## src/rtl/pa_fpu.sv

```systemverilog
// rtl/pa_fpu.sv - shared fpu operation encoding, initiator states and request format
// Purpose: types and constants used by the fpu command initiator and its request FIFO.
// Ports: none (package).
package pa_fpu;

  typedef enum logic [2:0] {
    FPU_OP_ADD  = 3'd0,
    FPU_OP_SUB  = 3'd1,
    FPU_OP_MUL  = 3'd2,
    FPU_OP_DIV  = 3'd3,
    FPU_OP_SQRT = 3'd4
  } e_fpu_op;

  typedef enum logic [1:0] {
    INIT_IDLE,
    INIT_ISSUE,
    INIT_WAIT_END,
    INIT_RESP
  } e_fpu_init_state;

  // Widest caller tag any initiator instance may use; narrower tags are zero-extended.
  localparam int FPU_TAG_W_MAX = 8;

  // Quiet NaN reported as the result of an aborted operation.
  localparam logic [31:0] FPU_QNAN = 32'h7FC0_0000;

  typedef struct packed {
    logic [31:0]              a;
    logic [31:0]              b;
    e_fpu_op                  op;
    logic [FPU_TAG_W_MAX-1:0] tag;
  } st_fpu_req;

endpackage

```

## src/rtl/fpu_req_fifo.sv

```systemverilog
// rtl/fpu_req_fifo.sv - synchronous FIFO of queued fpu requests
// Purpose: holds accepted requests until the initiator FSM issues them.
// Ports: clk/arst_n clock and async active-low reset; push/push_data write side;
//        pop/pop_data read side (pop_data shows the head entry); full/empty flags.
module fpu_req_fifo
  import pa_fpu::*;
#(
  parameter int DEPTH = 4
) (
  input  logic      clk,
  input  logic      arst_n,
  input  logic      push,
  input  st_fpu_req push_data,
  input  logic      pop,
  output st_fpu_req pop_data,
  output logic      full,
  output logic      empty
);

  localparam int PTR_W = (DEPTH > 1) ? $clog2(DEPTH) : 1;
  localparam int CNT_W = $clog2(DEPTH) + 1;
  localparam logic [CNT_W-1:0] DEPTH_C = CNT_W'(DEPTH);

  st_fpu_req        mem_q [DEPTH];
  logic [PTR_W-1:0] wr_ptr_q, wr_ptr_d;
  logic [PTR_W-1:0] rd_ptr_q, rd_ptr_d;
  logic [CNT_W-1:0] count_q, count_d;
  logic             do_push;
  logic             do_pop;

  assign empty    = (count_q == '0);
  assign full     = (count_q == DEPTH_C);
  // A pop from a full FIFO frees the head slot this cycle, so a push may land in it.
  assign do_pop   = pop && !empty;
  assign do_push  = push && (!full || do_pop);
  assign pop_data = mem_q[rd_ptr_q];

  // Pointers wrap naturally because DEPTH is a power of two.
  always_comb begin
    wr_ptr_d = wr_ptr_q;
    rd_ptr_d = rd_ptr_q;
    count_d  = count_q;
    if (do_push) wr_ptr_d = wr_ptr_q + PTR_W'(1);
    if (do_pop)  rd_ptr_d = rd_ptr_q + PTR_W'(1);
    case ({do_push, do_pop})
      2'b10:   count_d = count_q + CNT_W'(1);
      2'b01:   count_d = count_q - CNT_W'(1);
      default: count_d = count_q;
    endcase
  end

  always_ff @(posedge clk or negedge arst_n) begin
    if (!arst_n) begin
      wr_ptr_q <= '0;
      rd_ptr_q <= '0;
      count_q  <= '0;
    end else begin
      wr_ptr_q <= wr_ptr_d;
      rd_ptr_q <= rd_ptr_d;
      count_q  <= count_d;
    end
  end

  // Storage needs no reset: an entry is only read after it has been written.
  always_ff @(posedge clk) begin
    if (do_push) mem_q[wr_ptr_q] <= push_data;
  end

endmodule

```

## src/rtl/fpu_cmd_initiator.sv

```systemverilog
// rtl/fpu_cmd_initiator.sv - bus-side initiator that queues and issues fpu operations
// Purpose: buffers requests, drives the fpu start/cmd_end/busy handshake one op at a
//          time, and returns each result (or a timeout NaN) on the response port.
// Ports: req_* request valid/ready port; fpu_* fpu command interface;
//        rsp_* response valid/ready port; irq pulse on response; seq_busy activity flag.
module fpu_cmd_initiator
  import pa_fpu::*;
#(
  parameter int FIFO_DEPTH     = 4,
  parameter int TAG_W          = 4,
  parameter int TIMEOUT_CYCLES = 64
) (
  input  logic              clk,
  input  logic              arst_n,
  input  logic              req_valid,
  output logic              req_ready,
  input  logic [31:0]       req_a,
  input  logic [31:0]       req_b,
  input  pa_fpu::e_fpu_op   req_op,
  input  logic [TAG_W-1:0]  req_tag,
  output logic              fpu_start,
  output logic [31:0]       fpu_a_operand,
  output logic [31:0]       fpu_b_operand,
  output pa_fpu::e_fpu_op   fpu_operation,
  input  logic              fpu_cmd_end,
  input  logic              fpu_busy,
  input  logic [31:0]       fpu_result,
  output logic              rsp_valid,
  input  logic              rsp_ready,
  output logic [31:0]       rsp_result,
  output logic [TAG_W-1:0]  rsp_tag,
  output logic              rsp_timeout,
  output logic              irq,
  output logic              seq_busy
);

  localparam int TMO_W = $clog2(TIMEOUT_CYCLES) + 1;
  localparam logic [TMO_W-1:0] TMO_LAST = TMO_W'(TIMEOUT_CYCLES - 1);

  e_fpu_init_state  state_q, state_d;
  logic             start_q, start_d;
  logic [31:0]      a_q, a_d;
  logic [31:0]      b_q, b_d;
  e_fpu_op          op_q, op_d;
  logic [TAG_W-1:0] tag_q, tag_d;
  logic [TMO_W-1:0] tmo_q, tmo_d;
  logic             rsp_valid_q, rsp_valid_d;
  logic [31:0]      rsp_result_q, rsp_result_d;
  logic             rsp_timeout_q, rsp_timeout_d;
  logic             irq_q, irq_d;
  logic             rdy_en_q, rdy_en_d;

  st_fpu_req        push_req;
  st_fpu_req        pop_req;
  logic             fifo_full;
  logic             fifo_empty;
  logic             fifo_push;
  logic             fifo_pop;
  logic             unused_tag_bits;

  assign push_req.a   = req_a;
  assign push_req.b   = req_b;
  assign push_req.op  = req_op;
  assign push_req.tag = FPU_TAG_W_MAX'(req_tag);

  // Issue only from IDLE and only while the fpu reports itself free.
  assign fifo_pop  = (state_q == INIT_IDLE) && !fifo_empty && !fpu_busy;
  // rdy_en_q keeps req_ready low during reset and until the first clock after it.
  assign req_ready = rdy_en_q && (!fifo_full || fifo_pop);
  assign fifo_push = req_valid && req_ready;

  assign unused_tag_bits = ^pop_req.tag;

  fpu_req_fifo #(
    .DEPTH (FIFO_DEPTH)
  ) u_fifo (
    .clk       (clk),
    .arst_n    (arst_n),
    .push      (fifo_push),
    .push_data (push_req),
    .pop       (fifo_pop),
    .pop_data  (pop_req),
    .full      (fifo_full),
    .empty     (fifo_empty)
  );

  always_comb begin
    state_d       = state_q;
    start_d       = start_q;
    a_d           = a_q;
    b_d           = b_q;
    op_d          = op_q;
    tag_d         = tag_q;
    tmo_d         = tmo_q;
    rsp_valid_d   = rsp_valid_q;
    rsp_result_d  = rsp_result_q;
    rsp_timeout_d = rsp_timeout_q;
    irq_d         = 1'b0;
    rdy_en_d      = 1'b1;

    case (state_q)
      INIT_IDLE: begin
        if (fifo_pop) begin
          a_d     = pop_req.a;
          b_d     = pop_req.b;
          op_d    = pop_req.op;
          tag_d   = pop_req.tag[TAG_W-1:0];
          start_d = 1'b1;
          tmo_d   = '0;
          state_d = INIT_ISSUE;
        end
      end
      INIT_ISSUE: begin
        if (fpu_cmd_end) begin
          start_d       = 1'b0;
          rsp_result_d  = fpu_result;
          rsp_timeout_d = 1'b0;
          state_d       = INIT_WAIT_END;
        end else if (tmo_q == TMO_LAST) begin
          start_d       = 1'b0;
          rsp_result_d  = FPU_QNAN;
          rsp_timeout_d = 1'b1;
          state_d       = INIT_WAIT_END;
        end else begin
          tmo_d = tmo_q + TMO_W'(1);
        end
      end
      INIT_WAIT_END: begin
        // Let cmd_end and busy fall first so one completion is never seen twice.
        if (!fpu_cmd_end && !fpu_busy) begin
          rsp_valid_d = 1'b1;
          irq_d       = 1'b1;
          state_d     = INIT_RESP;
        end
      end
      INIT_RESP: begin
        if (rsp_ready) begin
          rsp_valid_d = 1'b0;
          state_d     = INIT_IDLE;
        end
      end
      default: state_d = INIT_IDLE;
    endcase
  end

  always_ff @(posedge clk or negedge arst_n) begin
    if (!arst_n) begin
      state_q       <= INIT_IDLE;
      start_q       <= 1'b0;
      a_q           <= '0;
      b_q           <= '0;
      op_q          <= FPU_OP_ADD;
      tag_q         <= '0;
      tmo_q         <= '0;
      rsp_valid_q   <= 1'b0;
      rsp_result_q  <= '0;
      rsp_timeout_q <= 1'b0;
      irq_q         <= 1'b0;
      rdy_en_q      <= 1'b0;
    end else begin
      state_q       <= state_d;
      start_q       <= start_d;
      a_q           <= a_d;
      b_q           <= b_d;
      op_q          <= op_d;
      tag_q         <= tag_d;
      tmo_q         <= tmo_d;
      rsp_valid_q   <= rsp_valid_d;
      rsp_result_q  <= rsp_result_d;
      rsp_timeout_q <= rsp_timeout_d;
      irq_q         <= irq_d;
      rdy_en_q      <= rdy_en_d;
    end
  end

  assign fpu_start     = start_q;
  assign fpu_a_operand = a_q;
  assign fpu_b_operand = b_q;
  assign fpu_operation = op_q;
  assign rsp_valid     = rsp_valid_q;
  assign rsp_result    = rsp_result_q;
  assign rsp_tag       = tag_q;
  assign rsp_timeout   = rsp_timeout_q;
  assign irq           = irq_q;
  assign seq_busy      = !fifo_empty || (state_q != INIT_IDLE);

endmodule

```

## config.mk

```make
export PLATFORM = sky130hd
export DESIGN_NAME = fpu_cmd_initiator
export DESIGN_NICKNAME = d
export VERILOG_FILES = /design/src/rtl/pa_fpu.sv /design/src/rtl/fpu_req_fifo.sv /design/src/rtl/fpu_cmd_initiator.sv
export SDC_FILE = /design/constraint.sdc
export NUM_CORES = 1
export LEC_CHECK = 0
export CAP_MARGIN = 30
export CORE_AREA = 2 2 171 173
export CTS_CLUSTER_SIZE = 8
export DETAILED_ROUTE_END_ITERATION = 12
export DIE_AREA = 0 0 173 175
export PLACE_DENSITY_LB_ADDON = 0.15
export SYNTH_ARGS = -nofsm -noshare
export SYNTH_HDL_FRONTEND = slang
export SYNTH_SLANG_ARGS = --single-unit
```

## constraint.sdc

```tcl
create_clock -name clk -period 4.4 [get_ports clk]
set_clock_uncertainty 0.1 [all_clocks]
set_input_delay 0.88 -clock clk [delete_from_list [all_inputs] [get_ports clk]]
set_output_delay 0.88 -clock clk [all_outputs]
set_load 0.05 [all_outputs]
```

; Word level (Yosys, flattened, before mapping)
; Memories as Yosys holds them, arrays and structs flattened. A register that Yosys moved wholly into a read port is not among the register bits.
; Cells that the tools add are included.
[word_totals]
ff_bits = 53
ramBits = 284
inputBits = 109
output_inout_bits = 109
elab_cells = 84
memories = 1
[mem_list]
columns = memory, depth, width, read_ports, rd_ports_with_merged_regs, wr, line_no
row1 = u_fifo.mem_q, 4, 71, 1, 1, 1, fpu_req_fifo.sv:24  ; st_fpu_req mem_q [DEPTH];
[classes]
addsub = 5
n_eq_ne = 13
mux = 26
reduce_logical = 28
[op_table]
columns = operator, count
row1 = two-way mux 32 bit, 2
row2 = two-way mux 7 bit, 3
row3 = one-hot mux 7 bit (2 select lines), 1
row4 = two-way mux 1 bit, 11
row5 = two-way mux 2 bit, 5
row6 = "inequality test 2 bit, second input constant", 5
row7 = nonzero test 2 bit, 5
row8 = one-hot mux 2 bit (4 select lines), 1
row9 = AND reduction 4 bit, 2
row10 = "adder 7 x 1 -> 7 bit, second input constant", 1
row11 = "== test 7 x 6 -> 1 bit, second input constant", 1
row12 = logical AND 1 bit, 7
row13 = "== test 2 bit, second input constant", 3
row14 = one-hot mux 3 bit (2 select lines), 1
row15 = AND reduction 3 bit, 2
row16 = zero test 1 bit, 5
row17 = "adder 2 x 1 -> 2 bit, second input constant", 2
row18 = "== test 2 x 1 -> 1 bit, second input constant", 2
row19 = one-hot mux 1 bit (2 select lines), 2
row20 = AND reduction 2 bit, 2
row21 = "adder 3 x 1 -> 3 bit, second input constant", 1
row22 = "== test 3 bit, second input constant", 1
row23 = zero test 3 bit, 1
row24 = logical OR 1 bit, 3
row25 = other kinds (3), 3

; Longest topological paths before layout
[depth]
word_depth = 10
ltp_mapped = 12
ltp_nobuf = 12

; Hierarchy
; From an unflattened synthesis, not the netlist that was laid out.
[hier_totals]
hier_cells = 751
area_unflattened_um2 = 15909.0
[by_module_without_submodules]
columns = module, n_inst, cells_each, area_per_inst_um2, seq_area_each_um2
row1 = fpu_req_fifo, 1, 446, 11310.8, 9183.8
row2 = fpu_cmd_initiator, 1, 305, 4598.2, 2927.8

; Worst setup path before layout
; OpenSTA, ideal clock, no wires.
[synth_timing]
kind = input -> register
from = input fpu_busy
to = memory u_fifo.mem_q[0][0] (netlist bit), enable pin
setup_time_ps = 437
arrival_time_ps = 3508
t_required_ps = 3863
path_slack_ps = 354
stages = 3
path_buffers = 0
cell_sequence = nand2b_1 a41oi_2 and3_1
[synth_between]
elab_chain_cells = 8
elab_cells_between_ends = 10
classes_between = mux (2) / reduce/logical (8)
[synth_lines]
columns = element, line_no
row1 = "start, declared", fpu_cmd_initiator.sv:26  ; input logic fpu_busy,
row2 = zero test 1 bit, fpu_cmd_initiator.sv:67  ; assign fifo_pop = (state_q == INIT_IDLE) && !fifo_empty && !fpu_busy;
row3 = logical AND 1 bit, fpu_cmd_initiator.sv:67
row4 = logical OR 1 bit, fpu_cmd_initiator.sv:69  ; assign req_ready = rdy_en_q && (!fifo_full || fifo_pop);
row5 = logical AND 1 bit, fpu_cmd_initiator.sv:69
row6 = net req_ready, fpu_cmd_initiator.sv:16  ; output logic req_ready,
row7 = logical AND 1 bit, fpu_cmd_initiator.sv:70  ; assign fifo_push = req_valid && req_ready;
row8 = logical AND 1 bit, fpu_req_fifo.sv:35  ; assign do_push = push && (!full || do_pop);
row9 = two-way mux 1 bit, fpu_req_fifo.sv:66  ; if (do_push) mem_q[wr_ptr_q] <= push_data;
row10 = two-way mux 1 bit (implied by the code), fpu_req_fifo.sv:66
row11 = "end, declared", fpu_req_fifo.sv:24
; The timed path passes the listed nets, and every way through them passes these cells.

; Final worst setup path
[layout_timing]
from = input fpu_busy
to = output req_ready
[layout_between]
elab_chain_cells = 4
[layout_lines]
columns = element, line_no
row1 = zero test 1 bit, fpu_cmd_initiator.sv:67
row2 = logical AND 1 bit, fpu_cmd_initiator.sv:67
row3 = logical OR 1 bit, fpu_cmd_initiator.sv:69
row4 = logical AND 1 bit, fpu_cmd_initiator.sv:69
row5 = "end, declared", fpu_cmd_initiator.sv:16
; Every way passes these cells.

==> impl_metrics.py <==
metrics = {
    "synthesis": {
        "syn_area_um2": 15220,
        "synth_edf_count": 284,
        "syn_area_per_cell_um2": 21.29,
        "synthArstFlopShare": 0.3039,
        "synth.distinct_cells": 42,
        "synth-seq-cells": 408,
        "syn_nets": 836,
        "synthFlopType": "edfxtp_1",
        "yosysSeqAreaShare": 0.7642,
        "ys_warn_count": 0,
        "postSynthCellCount": 715,
    },
    "die": {
        "start_util": 0.5360,
        "die_h_um": 175,
        "rows": 62,
        "dieArea_um2": 30280,
        "core_um2": 28390,
        "fp.dieW_um": 173,
        "pin_count": 218,
    },
    "timing": {
        "setup_viol": 0,
        "finalHoldViolCount": 0,
        "slew_headroom": 0.5639,
        "setup-tns-final_ns": 0,
        "grt_setup_unrepaired": "false",
        "slew_violations": 0,
        "min_period_ns": 3.920,
        "min_period_over_period": 0.8909,
        "worst_slew_pin_slew_ns": 0.6541,
        "fmax_ghz": 0.2551,
    },
    "clock_network": {
        "cts_root_buffer": "clkbuf_16",
        "clk_pin_slew_ns": 0.05,
        "cts_buffers": 56,
        "cts_setup_buffers": 0,
        "hold_buffers": 0,
        "cts_resized": 0,
        "cts_tree": "built",
        "clk_latency_ns": 0.56,
        "clock_path_buffers": 3,
        "htreeDepth": 2,
        "clkSinkCount": 408,
    },
    "grt": {
        "grt_pass1_wl_um": 46840,
        "grt_antenna_before_repair": 3,
        "met2_usage": 0.3503,
        "grt_busiest_layer": "met2",
        "grt_use_met1": 0.2436,
        "grt_overflow_total": 0,
        "grt_util_met3": 0.06158,
        "grt_start_max_net_pins": 92,
        "grt_use_total": 0.2015,
        "grt_pass1_vias": 8414,
    },
    "layout": {
        "final-seq-area_um2": 11640,
        "syn2layout_area_growth_pct": 27.98,
        "drive_gt1_frac": 0.2252,
        "antenna_cells": 0,
        "fin_area_um2": 19480,
        "multiInputGateArea_um2": 3332,
        "layout.nets": 1091,
        "nFillCells": 1847,
    },
    "setup_path": {
        "worstPathArrival_ns": 2.94,
        "crit_path_end_kind": "output pin",
        "ff2ff_path_depth": 12,
        "reg2reg_setup_slack_ns": 1.63,
        "crit_path_max_fanout": 7,
        "path_class": "input port to output pin",
        "crit_required_ns": 3.42,
        "crit_path_start_kind": "input port",
    },
    "drt": {
        "firstDrtPassIters": 4,
        "vias": 7707,
        "drc": 0,
        "drtAntennaViolNets": 0,
        "viasPerCell": 5.537,
        "wl_per_cell_um": 21.34,
        "routed_wl_um": 29710,
        "drt_iter0_drc": 477,
    },
    "run": {
        "maxCapViolCount": 0,
    },
    "place": {
        "portBuffers": 217,
        "place.gp.congestion": 0.8840,
        "place_area_um2": 17890,
        "dp_hpwl_um": 17670,
    },
    "power_and_ir_drop": {
        "power.leakage_uw": 0.006913,
        "power.total_uw": 14630,
        "ir_drop_mv": 0.4419,
        "powerDensity_nw_per_um2": 751.0,
    },
    "min_path": {
        "min_path_type": "input port to asynchronous set/reset pin",
    },
    "run_status": {
        "status": "complete, no violations",
    },
}
==> layout make-up <==
type	count	area share
sequential	408	0.5975
multi-input combinational	259	0.1711
timing repair buffer	228	0.1217
clock buffer	95	0.08055
tap	384	0.02467
inverter	17	0.003405
clock inverter	1	0.001028
==> cells in the mapped netlist, types with 3 or more instances <==
cell        n  share of area
nand2_1     7         0.0017
buf_6       9         0.0067
nor3_2      3         0.0020
a22o_1     24          0.014
and3_1      4         0.0016
nand3_1     4         0.0013
clkbuf_1    4        0.00099
ha_1       11         0.0090
buf_1       3        0.00074
dfrtp_1   124           0.20
nor2_1      8         0.0020
mux2_2     73          0.054
edfxtp_1  284           0.56
xor2_1      3         0.0017
xnor2_1     3         0.0017
buf_4       6         0.0030
o22a_1      9         0.0052
inv_1      16         0.0039
o21ai_0     9         0.0030
buf_2       9         0.0030
nand2b_1    3         0.0012
mux4_2     71           0.11
a31oi_1     4         0.0016
==> critical path: stages <==
cell,delay (ns)
clkdlybuf4s50_1,0.51
nand2b_1,0.26
a41oi_2,0.41
clkdlybuf4s50_1,0.88
==> through the flow <==
step | instances | hold WS [ns] | utilization | worst slack, ns
4_1_cts | 1392 | 0.04321 | 0.6860 | 0.4818
6_report | 1392 | 0.05715 | 0.6860 | 0.4802
3_5_place_dp | 1296 | 0.3780 | 0.6300 | 0.4853
3_3_place_gp | 1294 | 0.3813 | 0.6281 | 0.5468
5_1_grt | 1392 | 0.05388 | 0.6860 | 0.3971
2_1_floorplan | 715 | 0.3861 | - | 0.3541
==> cell families after synthesis <==
kind of cell / share of synthesized area
flops: 0.7642
mux: 0.1597
compound gates: 0.03091
buf+inv: 0.01866
simple gates: 0.01241
fa+ha+maj: 0.01036
xor+xnor: 0.003453
other cells: 0.0002464
==> placed cells by master, fill, tap and decap left out, types with 2 or more instances in the layout <==
master             n
a21oi_1            2
a22o_1            24
a31oi_1            4
and2_1             2
and3_4             4
buf_12             6
buf_16             2
buf_4              3
clkbuf_1          38
clkbuf_16         57
clkdlybuf4s50_1  216
dfrtp_1          122
dfrtp_4            2
edfxtp_1         284
ha_1              11
inv_1             16
mux2_2            73
mux4_2            71
nand2_1            7
nand2b_1           3
nand3_1            4
nor2_1             7
nor3_2             3
o211ai_1           2
o21a_1             2
o21ai_0            9
o21ai_1            2
o22a_1             9
xnor2_1            3
xor2_1             3
==> report_power, final <==
part           internal (µW)  leakage [µW]  switching (µW)
clock                   2380      0.000757            1460
sequential              5000       0.00407             528
combinational           2190       0.00209            3070
total                   9570       0.00691            5060
==> layer usage <==
layer,share of wire,routed length (µm)
met3,0.073,2162
met5,0.0013,38
met4,0.023,692
met1,0.39,11670
met2,0.51,15150
==> flip-flops by register name, summed over array words and instances (netlist names) <==
| register | count |
|---|---|
| u_fifo.mem_q | 284 |
| fpu_a_operand | 32 |
| fpu_b_operand | 32 |
| rsp_result | 32 |
| tmo_q | 7 |
| rsp_tag | 4 |
| fpu_operation | 3 |
| u_fifo.count_q | 3 |
| state_q | 2 |
| u_fifo.rd_ptr_q | 2 |
| u_fifo.wr_ptr_q | 2 |
| fpu_start | 1 |
| irq | 1 |
| rdy_en_q | 1 |
| rsp_timeout | 1 |
| rsp_valid | 1 |
==> worst paths after layout <==
| kind | startpoint | end |
|---|---|---|
| worst min register to register | rsp_timeout$_DFFE_PN0P_ | rsp_timeout$_DFFE_PN0P_ |
| min in group clk | rsp_timeout$_DFFE_PN0P_ | rsp_timeout$_DFFE_PN0P_ |
| worst max-delay path | fpu_busy | req_ready |
| max in group asynchronous | arst_n | fpu_b_operand[15]$_DFFE_PN0P_ |
| worst max register to register | state_q[0]$_DFFE_PN0P_ | u_fifo.count_q[2]$_DFFE_PN0P_ |
| worst min-delay path | arst_n | fpu_a_operand[27]$_DFFE_PN0P_ |
Note: power is estimated with default switching activity, not from simulation.
